`src/rtl/encode_modrm_sib.sv`:
```
// encode_modrm_sib: turns a resolved 32-bit memory operand into the canonical
// x86 ModR/M, optional SIB and displacement bytes, emitted one byte per transfer.
//
// state  | meaning
// IDLE   | waiting for a request, in_ready=1
// MODRM  | presenting the ModR/M byte
// SIB    | presenting the SIB byte
// DISP   | presenting displacement bytes, least significant first
module encode_modrm_sib #(
  parameter int DISP_W = 32
) (
  input  logic              clock,
  input  logic              reset_n,
  input  logic              in_valid,
  output logic              in_ready,
  input  logic [2:0]        in_reg,
  input  logic              in_base_valid,
  input  logic [2:0]        in_base,
  input  logic              in_index_valid,
  input  logic [2:0]        in_index,
  input  logic [1:0]        in_scale,
  input  logic [DISP_W-1:0] in_disp,
  output logic              out_valid,
  input  logic              out_ready,
  output logic [7:0]        out_byte,
  output logic              out_last,
  output logic              err
);

  localparam logic [1:0] S_IDLE  = 2'd0;
  localparam logic [1:0] S_MODRM = 2'd1;
  localparam logic [1:0] S_SIB   = 2'd2;
  localparam logic [1:0] S_DISP  = 2'd3;

  logic [1:0]        r_state;
  logic [1:0]        r_cnt;
  logic              r_err;
  logic [2:0]        r_reg;
  logic              r_base_valid;
  logic [2:0]        r_base;
  logic              r_index_valid;
  logic [2:0]        r_index;
  logic [1:0]        r_scale;
  logic [DISP_W-1:0] r_disp;

  logic       w_accept;
  logic       w_illegal;
  logic       w_xfer;
  logic       w_need_sib;
  logic       w_disp8;
  logic [1:0] w_mod;
  logic [2:0] w_rm;
  logic [2:0] w_dlen;
  logic [7:0] w_modrm;
  logic [7:0] w_sib;
  logic [7:0] w_disp_byte;
  logic       w_disp_last;

  assign w_accept  = in_valid & in_ready;
  assign w_illegal = in_index_valid & (in_index == 3'b100);
  assign w_xfer    = out_valid & out_ready;

  // Encoding is derived purely from the registered operand copy.
  assign w_need_sib = r_index_valid | (r_base_valid & (r_base == 3'b100));
  assign w_disp8    = (r_disp[DISP_W-1:7] == '0) | (r_disp[DISP_W-1:7] == '1);

  // Pick mod and displacement length; EBP with disp 0 must still carry a disp8
  // because mod=00/rm=101 (or SIB base=101) means "no base, disp32".
  always_comb begin
    w_mod  = 2'b00;
    w_dlen = 3'd0;
    if (!r_base_valid) begin
      w_mod  = 2'b00;
      w_dlen = 3'd4;
    end else if ((r_disp == '0) && (r_base != 3'b101)) begin
      w_mod  = 2'b00;
      w_dlen = 3'd0;
    end else if (w_disp8) begin
      w_mod  = 2'b01;
      w_dlen = 3'd1;
    end else begin
      w_mod  = 2'b10;
      w_dlen = 3'd4;
    end
  end

  assign w_rm    = w_need_sib ? 3'b100 : (!r_base_valid ? 3'b101 : r_base);
  assign w_modrm = {w_mod, r_reg, w_rm};
  assign w_sib   = {(r_index_valid ? r_scale : 2'b00),
                    (r_index_valid ? r_index : 3'b100),
                    (r_base_valid  ? r_base  : 3'b101)};
  assign w_disp_byte = r_disp[{r_cnt, 3'b000} +: 8];
  assign w_disp_last = (({1'b0, r_cnt} + 3'd1) == w_dlen);

  // Capture requests, sequence the byte stream and generate the error pulse.
  always_ff @(posedge clock or negedge reset_n) begin
    if (!reset_n) begin
      r_state       <= S_IDLE;
      r_cnt         <= 2'd0;
      r_err         <= 1'b0;
      r_reg         <= 3'd0;
      r_base_valid  <= 1'b0;
      r_base        <= 3'd0;
      r_index_valid <= 1'b0;
      r_index       <= 3'd0;
      r_scale       <= 2'd0;
      r_disp        <= '0;
    end else begin
      r_err <= 1'b0;
      case (r_state)
        S_IDLE: begin
          if (w_accept) begin
            r_reg         <= in_reg;
            r_base_valid  <= in_base_valid;
            r_base        <= in_base;
            r_index_valid <= in_index_valid;
            r_index       <= in_index;
            r_scale       <= in_scale;
            r_disp        <= in_disp;
            r_cnt         <= 2'd0;
            if (w_illegal) begin
              r_err <= 1'b1;
            end else begin
              r_state <= S_MODRM;
            end
          end
        end
        S_MODRM: begin
          if (w_xfer) begin
            if (w_need_sib) begin
              r_state <= S_SIB;
            end else if (w_dlen != 3'd0) begin
              r_state <= S_DISP;
            end else begin
              r_state <= S_IDLE;
            end
          end
        end
        S_SIB: begin
          if (w_xfer) begin
            r_state <= (w_dlen != 3'd0) ? S_DISP : S_IDLE;
          end
        end
        default: begin
          if (w_xfer) begin
            if (w_disp_last) begin
              r_state <= S_IDLE;
              r_cnt   <= 2'd0;
            end else begin
              r_cnt <= r_cnt + 2'd1;
            end
          end
        end
      endcase
    end
  end

  // Output byte and last flag are a pure function of state, so they hold while stalled.
  always_comb begin
    out_valid = 1'b0;
    out_byte  = 8'h00;
    out_last  = 1'b0;
    case (r_state)
      S_MODRM: begin
        out_valid = 1'b1;
        out_byte  = w_modrm;
        out_last  = ~w_need_sib & (w_dlen == 3'd0);
      end
      S_SIB: begin
        out_valid = 1'b1;
        out_byte  = w_sib;
        out_last  = (w_dlen == 3'd0);
      end
      S_DISP: begin
        out_valid = 1'b1;
        out_byte  = w_disp_byte;
        out_last  = w_disp_last;
      end
      default: begin
        out_valid = 1'b0;
      end
    endcase
  end

  assign in_ready = (r_state == S_IDLE);
  assign err      = r_err;

endmodule
```
`config.mk`:
```
export PLATFORM = sky130hd
export DESIGN_NAME = encode_modrm_sib
export DESIGN_NICKNAME = d
export VERILOG_FILES = /design/src/rtl/encode_modrm_sib.sv
export SDC_FILE = /design/constraint.sdc
export NUM_CORES = 1
export LEC_CHECK = 0
export BUFFER_PORTS_ARGS = -buffer_cell sky130_fd_sc_hd__buf_2
export CORE_UTILIZATION = 49
export DETAILED_ROUTE_END_ITERATION = 16
export HOLD_SLACK_MARGIN = 0.05
export MAX_ROUTING_LAYER = met4
export PLACE_DENSITY = 0.83
export SYNTH_ARGS = -nofsm -noshare
export SYNTH_HDL_FRONTEND = slang
export SYNTH_SLANG_ARGS = --single-unit
```
`constraint.sdc`:
```
create_clock -name clock -period 4.25 [get_ports clock]
set_input_delay 0.425 -clock clock [delete_from_list [all_inputs] [get_ports clock]]
set_output_delay 0.425 -clock clock [all_outputs]
set_load 0.005 [all_outputs]
```
* After elaboration in Yosys (flattened, before gate mapping) *
Cells that the tools add are included.

storage, ports and cells
  bits in registers = 50
  bits of input ports = 49
  output and inout port bits = 12
  word-level logic and storage cells = 76

operators by class
  add/subtract/negate cells = 2
  equality and inequality tests = 12
  shifts and indexed selects = 1
  multiplexer cells = 29
  bitwise gates (word level) = 9
  reductions and logical operators = 13

operator list
  kind                                         number
  zero test 32 bit                             1
  variable part select 32 x 6 -> 8 bit         1
  2-to-1 mux 2 bit                             15
  == test 25 bit, second input constant        1
  zero test 25 bit                             1
  case mux 8 bit (3 select lines)              1
  2-to-1 mux 3 bit                             6
  == test 3 bit, second input constant         2
  != test 2 bit, second input constant         3
  case mux 2 bit (3 select lines)              1
  AND reduction 6 bit                          1
  AND 1 bit                                    5
  == test 2 bit, second input constant         2
  2-to-1 mux 1 bit                             4
  case mux 2 bit (2 select lines)              1
  nonzero test 4 bit                           1
  adder 2 x 1 -> 3 bit, second input constant  1
  == test 3 bit                                1
  zero test 3 bit                              1
  != test 3 bit, second input constant         1
  case mux 1 bit (3 select lines)              1
  AND reduction 3 bit                          1
  nonzero test 3 bit                           1
  OR reduction 3 bit                           1
  other kinds (10)                             12

* Depth between registers and ports, before layout *
  word-level depth = 10
  mapped depth = 10

* Least setup slack after synthesis *
Ideal clock, no wire load.

  kind = flip-flop to output port
  start = reg r_cnt[0]
  end = out out_last
  data arrival time = 1.653 ns
  required time = 3.825 ns
  path slack = 2.172 ns
  stages on the path, launching flop included = 8
  path through = dfrtp_1 > ha_1 > or2b_2 > nor3_1 > o21ai_4 > o211ai_4 > nand3_1 > a21oi_1

on the way
  longest elaborated chain between the ends = 3

ends and longest elaborated chain
  what                             RTL line  text
  from (decl)                      36        logic [1:0] r_cnt;
  from (signal assigned)           150       r_cnt <= r_cnt + 2'd1;
  adder 2 x 1 -> 3 bit             93        assign w_disp_last = (({1'b0, r_cnt} + 3'd1) == w_dlen);
  == test 3 bit                    93
  case mux 1 bit (3 select lines)  163       case (r_state)
  to (decl)                        26        output logic out_last,

No other way between the ends.

* Worst setup path in the final report *
Same ends and word-level chain as after synthesis.

==> key figures <==
Status
  – Status: completed

Critical path
  – WP buf/inv: 1
  – Worst path cell trace: ha_1 -> or2b_2 -> nor3_1 -> o21ai_4 -> o211ai_4 -> nand3_1 -> a21oi_1 -> buf_2
  – Worst path max stage delay: 0.59 ns
  – Critical path type: flop to output pin
  – Critical Path Source Type: flop
  – Delay-heaviest family, CP: simple AND/OR/NAND/NOR gates
  – Crit path DAT: 2.45 ns
  – Worst reg2reg setup slack: 1.40 ns
  – FF-to-FF Start: r_state[0]
  – Levels on crit path: 8
  – Critical Path Fanout Max: 15
  – Crit path from: r_cnt[0]
  – CP max stage cell: dfrtp_1
  – Critical path endpoint category: output pin
  – Critical Path RT: 3.83 ns
  – Worst r2r path cells: 10

CTS
  – Post-CTS Resized: 0
  – Hold buffers post-CTS: 0
  – Clk sinks: 50
  – Clock Root Buffer: clkbuf_8
  – Worst skew pair latency: 0.30 ns
  – Buffer count from post-CTS setup fixing: 0
  – TritonCTS Buffers: 5
  – CTS tree: done
  – Clock Tree Buf Depth: 2
  – Clock slew at reported path FFs: 0.09 ns
  – CTS HTree Levels: 2

GRT
  – Vias in the first global route: 2171
  – Total gr overflow: 0
  – Global Route Usage Sum: 22.3%
  – Largest net degree at the start of global routing: 51
  – Initial antenna violation count: 0
  – First-pass GRT wire length: 10000 µm

Yosys
  – Seq cells post-synth: 50
  – Syn Inst Count: 228
  – Most used DFF post-synth: dfrtp_1
  – Post-synth EDFFs: 0
  – Yosys warns: 0
  – Post-synthesis sequential area ratio: 45.8%
  – Syn nets: 282
  – Syn Area/Cell: 12.0 µm²
  – Cell variety after synth: 50
  – Post-Syn Area: 2730 µm²
  – Share of synthesized registers carrying an async set or reset: 100%

Placed design
  – Post-DP HPWL: 4570 µm
  – GP Congestion: 0.919
  – # port buffers: 60
  – Inst Count DP: 347

Pwr
  – Peak supply drop: 0.322 mV
  – Pwr/cell area: 740 nW/µm²
  – Share of power burned in registers: 42.2%
  – Int Pwr: 1.43 mW
  – Power, Total: 2.33 mW
  – P_leak: 1.40 nW
  – Clock share of power: 12.1%
  – Combinational group share of total power: 45.7%
  – Net Sw Frac: 38.8%
  – NetSw: 905 µW

Die
  – Die W: 76.7 µm
  – I/O pin cnt: 61
  – Initial Util: 52.2%
  – Core ar.: 5240 µm²
  – Core Rows: 26
  – Die ar.: 5880 µm²
  – Die height: 76.7 µm

Finish
  – Most frequent cells in the layout: 60 x buf_2, 50 x dfrtp_1, 42 x mux2_2, 15 x nand2_1, 13 x nor2_1
  – Max reg flops: 32
  – Register Area: 1250 µm²
  – Commonest non-fill, non-tap cell in the layout: buf_2
  – FILL cells: 448
  – Antenna fix cells: 0
  – Post-layout util: 60.2%
  – Largest Register: r_disp
  – Layout cell share with drive strength beyond 1: 43.9%
  – Net count, final: 338
  – Final Non-Filler Cells: 355
  – Area of the multi-input gates: 1380 µm²
  – Area Overhead vs Synth: 15.4%

Drt
  – Starting DRC count in detailed routing: 113
  – Per-cell routed wire length: 17.0 µm
  – Number of remaining DRC errors: 0
  – ANT nets after route: 0
  – WL final: 6050 µm
  – Vias after detailed routing: 2098
  – TritonRoute pass-1 iters: 4
  – Vias per cell: 5.91

Timing
  – Final Max Tran Viols: 0
  – Tcrit/Tclk final: 67.6%
  – # setup viols final: 0
  – RSZ-0062 raised after global routing: false
  – Worst slew pin tran: 1.07 ns
  – Final hold violation count: 0
  – Min Tclk post-route: 2.87 ns
  – Total negative slack: 0 ns
  – Slew margin rel.: 28.6%
  – Clk_skew: 0.00937 ns
  – Fmax: 0.348 GHz

Job
  – Max_cap viols: 0

Worst hold path
  – Hold Path Class: input pin to asynchronous set/reset pin
## worst reg2reg max path, cell delays in order, from the launching register on
cell and delay, ns:
dfrtp_1 0.42, inv_1 0.12, ha_1 0.62, nand2_2 0.07
buf_4 0.31, o31ai_1 0.39, and3b_1 0.29, nand3_1 0.11
nor2_1 0.15, o32a_1 0.17, a2bb2oi_2 0.13
## cell type report
class                      count  share of cell area, %
clock buffer                   6                   2.62
clock inverter                 2                  0.397
inverter                       9                   1.07
multi-input combinational    157                   43.7
sequential                    50                   39.7
tap                           70                   2.78
timing repair buffer          61                   9.76
## routing by layer
layer | routed length, µm | GRT usage (%) | vias to the layer above
met2 | 3110 | 37.3 | 88
met5 | 0 | - | -
met3 | 350 | 4.76 | 12
met4 | 110 | 7.12 | 0
met1 | 2480 | 26.8 | 1026
li1 | - | - | 972
## power groups by stage
stage	registers [mW]	clock network, mW	logic (mW)
floorplan	0.862	0	0.883
global placement	0.971	0	1.03
detailed placement	0.992	0	1.06
CTS	0.981	0.288	1.07
global route	1.02	0.308	1.17
finish	0.984	0.282	1.07
## final timing paths
check | end
min reg2reg | r_reg[2]
max in group asynchronous | r_disp[31]
max | out_last
max reg2reg | r_state[1]
min in group clock | r_base[0]
min | r_disp[2]
## synthesized netlist by cell type, types with 2 or more instances
cell type  count  share of area (%)
a22oi_1        3               0.82
nand3_1        6                1.1
nor4_1         7                1.6
mux4_1         3                2.9
nand2_1       15                2.1
buf_1          4               0.55
o21ai_0        4               0.73
a21o_1         3               0.82
nor2_1        13                1.8
nand4_1        9                2.1
ha_1           5                2.3
a21oi_1        6                1.1
a222oi_1       2               0.73
dfrtp_1       50                 46
clkbuf_1       4               0.55
nand2b_1       2               0.46
inv_1          8                1.1
mux4_2         5                4.1
nor3_1         6                1.1
a31oi_1        2               0.46
mux2_2        42                 17
## cell families after synthesis
group | after synthesis | share of synthesized area (%)
simple gates | 66 | 12.7
mux | 51 | 24.7
flops | 50 | 45.8
compound gates | 35 | 10.8
buf+inv | 21 | 3.80
fa+ha+maj | 5 | 2.29
## metrics by stage
stage | setup WS, ns | hold WS (ns) | cell area, µm²
2_1_floorplan | 2.17 | 0.129 | 2730
3_3_place_gp | 1.57 | 0.484 | 3060
3_5_place_dp | 1.45 | 0.498 | 3060
4_1_cts | 1.38 | 0.326 | 3150
5_1_grt | 1.17 | 0.338 | 3150
6_report | 1.38 | 0.318 | 3150
(Power assumes the default switching activity.)
